==> src/rtl/featuremap_pad_scheduler.sv <==
// ============================================================================
//  Module   : featuremap_pad_scheduler
//  Brief    : Streams a WIDTHxHEIGHT map from CH lock-step show-ahead FIFOs
//             as a (WIDTH+2)x(HEIGHT+2) raster with a one-pixel zero border.
//  Revision : 1.0  initial release
// ============================================================================
`default_nettype none

module featuremap_pad_scheduler #(
  parameter  int DATA_WIDTH = 32,
  parameter  int CH         = 16,
  parameter  int WIDTH      = 56,
  parameter  int HEIGHT     = 56,
  localparam int RW         = $clog2(HEIGHT + 2),
  localparam int CW         = $clog2(WIDTH + 2)
) (
  input  logic                     clk,
  input  logic                     rst,
  input  logic                     start,
  input  logic [CH-1:0]            fifo_empty,
  input  logic [CH*DATA_WIDTH-1:0] fifo_data,
  output logic                     fifo_rdreq,
  output logic [CH*DATA_WIDTH-1:0] pix_data,
  output logic                     pix_valid,
  output logic                     busy,
  output logic                     done,
  output logic [RW-1:0]            row_cnt,
  output logic [CW-1:0]            col_cnt
);

  localparam logic [RW-1:0] ROW_LAST = RW'(HEIGHT + 1);
  localparam logic [CW-1:0] COL_LAST = CW'(WIDTH + 1);

  typedef enum logic [1:0] {
    S_IDLE = 2'd0,
    S_RUN  = 2'd1,
    S_DONE = 2'd2
  } state_t;

  state_t                   state_q, state_d;
  logic [RW-1:0]            row_q, row_d;
  logic [CW-1:0]            col_q, col_d;
  logic [CH*DATA_WIDTH-1:0] pix_data_q, pix_data_d;
  logic                     pix_valid_q, pix_valid_d;
  logic                     done_q, done_d;

  logic all_ready;
  logic interior;
  logic advance;

  assign all_ready = ~|fifo_empty;
  // Border positions are row/col 0 and the last row/col of the padded grid.
  assign interior  = (row_q != '0) && (row_q != ROW_LAST) &&
                     (col_q != '0) && (col_q != COL_LAST);

  always_comb begin
    state_d     = state_q;
    row_d       = row_q;
    col_d       = col_q;
    pix_data_d  = pix_data_q;
    pix_valid_d = 1'b0;
    done_d      = 1'b0;
    advance     = 1'b0;
    fifo_rdreq  = 1'b0;

    case (state_q)
      S_IDLE: begin
        if (start) begin
          state_d = S_RUN;
        end
      end

      S_RUN: begin
        if (!interior) begin
          pix_data_d  = '0;
          pix_valid_d = 1'b1;
          advance     = 1'b1;
        end else if (all_ready) begin
          fifo_rdreq  = 1'b1;
          pix_data_d  = fifo_data;
          pix_valid_d = 1'b1;
          advance     = 1'b1;
        end

        if (advance) begin
          if (col_q == COL_LAST) begin
            col_d = '0;
            if (row_q == ROW_LAST) begin
              row_d   = '0;
              state_d = S_DONE;
            end else begin
              row_d = row_q + RW'(1);
            end
          end else begin
            col_d = col_q + CW'(1);
          end
        end
      end

      // The last pixel is on the output during this state; done follows it.
      S_DONE: begin
        done_d  = 1'b1;
        state_d = S_IDLE;
      end

      default: begin
        state_d = S_IDLE;
      end
    endcase
  end

  always_ff @(posedge clk or negedge rst) begin
    if (!rst) begin
      state_q     <= S_IDLE;
      row_q       <= '0;
      col_q       <= '0;
      pix_data_q  <= '0;
      pix_valid_q <= 1'b0;
      done_q      <= 1'b0;
    end else begin
      state_q     <= state_d;
      row_q       <= row_d;
      col_q       <= col_d;
      pix_data_q  <= pix_data_d;
      pix_valid_q <= pix_valid_d;
      done_q      <= done_d;
    end
  end

  assign pix_data  = pix_data_q;
  assign pix_valid = pix_valid_q;
  assign done      = done_q;
  assign busy      = (state_q != S_IDLE);
  assign row_cnt   = row_q;
  assign col_cnt   = col_q;

endmodule

`default_nettype wire

==> config.mk <==
export PLATFORM = sky130hd
export DESIGN_NAME = featuremap_pad_scheduler
export DESIGN_NICKNAME = d
export VERILOG_FILES = /design/src/rtl/featuremap_pad_scheduler.sv
export SDC_FILE = /design/constraint.sdc
export NUM_CORES = 1
export LEC_CHECK = 0
export CAP_MARGIN = 0
export CORE_AREA = 2 2 410 412
export DETAILED_ROUTE_END_ITERATION = 10
export DIE_AREA = 0 0 412 414
export GPL_TIMING_DRIVEN = 1
export PLACE_DENSITY = 0.3
export REMOVE_ABC_BUFFERS = 1
export SYNTH_ARGS = -nofsm -noshare
export SYNTH_HDL_FRONTEND = slang
export SYNTH_SLANG_ARGS = --single-unit
==> constraint.sdc <==
create_clock -name clk -period 2.1 [get_ports clk]
set_input_delay 0.42 -clock clk [delete_from_list [all_inputs] [get_ports clk]]
set_output_delay 0.42 -clock clk [all_outputs]
set_load 0.02 [all_outputs]
==> impl_metrics.toml <==
[outcome]
status = "finished, violations left"
violations = "setup timing"

[routing]
post-route-drc-count = 0
drt_wl_total_mm = 131
vias = 17400
ant_nets = 0
viasPerCell = 3.63
wl_per_cell_um = 27.4
drtIter0Drc = 1005
first_pass_iters = 6

[grt]
track_usage_pct = 13.2
antenna_found_initial = 65
grt_overflow = 0
grt_pass1_vias = 17900
grt_max_degree = 78
grt_pass1_wl_mm = 157

[synth]
syn_area_sq_um = 18800
synth_warnings = 0
yosys-top-cells-count = "528 x dfrtp_1, 513 x a22o_1, 60 x buf_2"
synthCells = 1236
synth-seq-area-share_pct = 70.3
synth_cell_type_count = 35
synthArstFlopShare_pct = 100
synth_top_area_share_pct = 70.3
post-synth-top-count-cell = "dfrtp_1"
synthTopCellsByArea = "dfrtp_1 70%, a22o_1 24%, buf_2 1.6%"
synth-seq-cells = 528
ys.flop_type = "dfrtp_1"
synth_edf_count = 0
syn_avg_cell_area_sq_um = 15.2
synth_top_area_cell = "dfrtp_1"

[layout]
fin_area_sq_um = 39700
final_nets = 3039
syn2layout_area_growth_pct = 111
fin_cells = 4778
final_util_pct = 23.9
drive_gt1_share_pct = 15.6

[sta]
relSlewSlack_pct = 60.7
fin_skew_ns = 0.0563
maxSlewViolCount = 0
setup_viol = 517
rsz0062_at_grt = "true"
fmaxAchievable_mhz = 380
finalCritPeriodShare_pct = 125
fin_crit_ns = 2.63
fin_setup_tns_ns = -216.96
whs_ns = 0.305
hold_viol_final = 0
worstMarginPinSlew_ns = 0.589
timing.final.ws_setup_ns = -0.534

[critical_path]
path_delay_family = "buffers and inverters"
cp.arrival_ns = 3.17
cp_max_fo = 8
worstSetupEndpointType = "flop"
critPathMaxStageDelay_ns = 0.46
path_cells = "inv_1, ha_2, or4b_4, a21oi_2, buf_4, buf_6, o31ai_4, buf_6, clkbuf_16, clkbuf_16, clkbuf_16, a22o_1"
crit_path_frequent_cell = "clkbuf_16"
path_buf_inv = 7
crit_slowest_cell = "or4b_4"
cp-start-kind = "flop"
crit_type = "flop to flop"
required_ns = 2.64

[power]
powerDensity_nw_per_um2 = 1000
power_leakage_nw = 25.8
peakVddDrop_v = 0.000517
p_total_mw = 39.7

[die]
fp.dieW_um = 412
io_pins = 1059
initial_core_util_pct = 11.3
row_count = 150
die_y_um = 414
coreArea_sq_um = 166000
dieArea_sq_um = 171000

[placed_design]
placed_area_sq_um = 32800
pre_cts_slack_ns = -0.777
io_buffers = 1058
gp_congestion = 0.845
dp_hpwl_mm = 92.1
place_inst = 4503

[clock_tree]
htree_levels = 3
cts_buffers = 74
cts_buffer_depth = 3
clk_latency_ns = 0.69
clk_pin_slew_ns = 0.06
cts_root_buf = "clkbuf_16"
cts_tree = "yes"
cts_sinks = 528

[run]
maxCapViolCount = 0

[worst_hold_path]
worstHoldPathType = "input pin to asynchronous set/reset pin"
-- flip-flops by register name (all words and copies together) (netlist names) --
signal,cells
state_q,2
done,1
col_cnt,6
row_cnt,6
pix_data,512
pix_valid,1
-- area by class of cell --
class                   instances  area (sq um)
inverters                       5          18.8
multi-input cells             588          5050
repair buffers               1305         16100
flip-flops and latches        528         13200
well taps                    2204          2760
clock inverters                28           394
diodes                         19          47.5
fillers                     17600        127000
clock buffers                 101          2120
-- routing by layer --
layer / GRT usage [%] / vias up / part of all wire (%) / wire length (um)
met2: 22.7 / 721 / 50 / 65200
met3: 5.79 / 226 / 8.9 / 11600
met1: 14.1 / 8928 / 37 / 48800
li1: - / 7400 / - / -
met5: 0 / - / 0.37 / 488
met4: 5.34 / 78 / 3.6 / 4750
-- cell families (layout without fill, tap and decap cells) --
group / count (synthesis) / in the layout / synth area share (%)
mux: 1 / 1 / 0.0533
flops: 528 / 528 / 70.3
simple gates: 48 / 48 / 1.37
other cells: 0 / 19 / 0
buf+inv: 120 / 1439 / 3.24
fa+ha+maj: 6 / 6 / 0.399
compound gates: 533 / 533 / 24.6
-- final timing paths --
check / from / endpoint / slack (ns) / cells past startpoint
hold reg to reg: pix_data[511]$_DFFE_PN0P_ / pix_data[511]$_DFFE_PN0P_ / 0.50 / 1
hold / removal: rst / state_q[1]$_DFFE_PN0P_ / 0.30 / 2
min in group clk: fifo_data[199] / pix_data[199]$_DFFE_PN0P_ / 0.32 / 2
max in group asynchronous: rst / pix_data[204]$_DFFE_PN0P_ / 0.95 / 3
setup reg to reg: col_cnt[0]$_DFFE_PN0P_ / pix_data[2]$_DFFE_PN0P_ / -0.53 / 12
setup / recovery: col_cnt[0]$_DFFE_PN0P_ / pix_data[2]$_DFFE_PN0P_ / -0.53 / 12
-- report_power, final --
part	switching, mW	internal [mW]	total [mW]	leakage (nW)
Combinational	7.37	8.99	16.4	17.2
Clock	5.31	7.75	13.1	1.24
Sequential	0.0522	10.3	10.3	7.36
Total	12.7	27.0	39.7	25.8
-- layout by cell type (no fill, tap or decap), types with 4 or more instances in the layout --
cell type / n
buf_16: 27
buf_12: 36
o21ai_0: 6
ha_1: 4
buf_4: 82
clkbuf_16: 141
bufinv_16: 5
clkbuf_8: 17
nand2_1: 8
nor2_1: 8
buf_6: 16
clkinv_16: 4
clkinv_2: 15
nor4_1: 4
diode_2: 19
dfrtp_1: 528
a22o_1: 513
clkbuf_1: 10
nand3_1: 7
dlymetal6s2s_1: 498
buf_8: 31
clkdlybuf4s50_1: 542
-- what timing repair did --
item,CTS,global route
pin swaps,5,492
cloned,6,104
endpoints found under the hold margin,6,0
setup buffers,5,13
hold buffers,1,0
resized for setup,52,625
endpoints found under the setup margin,1024,1020
-- worst register-to-register path: cells and delay by family (launching register included) --
kind | cells | cell delay [ns]
buffers and inverters | 7 | 1.05
AND/OR/NAND/NOR | 1 | 0.46
flip-flops | 1 | 0.39
adder cells (fa/ha/maj) | 1 | 0.17
AO/OA/AOI/OAI | 3 | 0.45
Power figures use the tool's default switching activity.
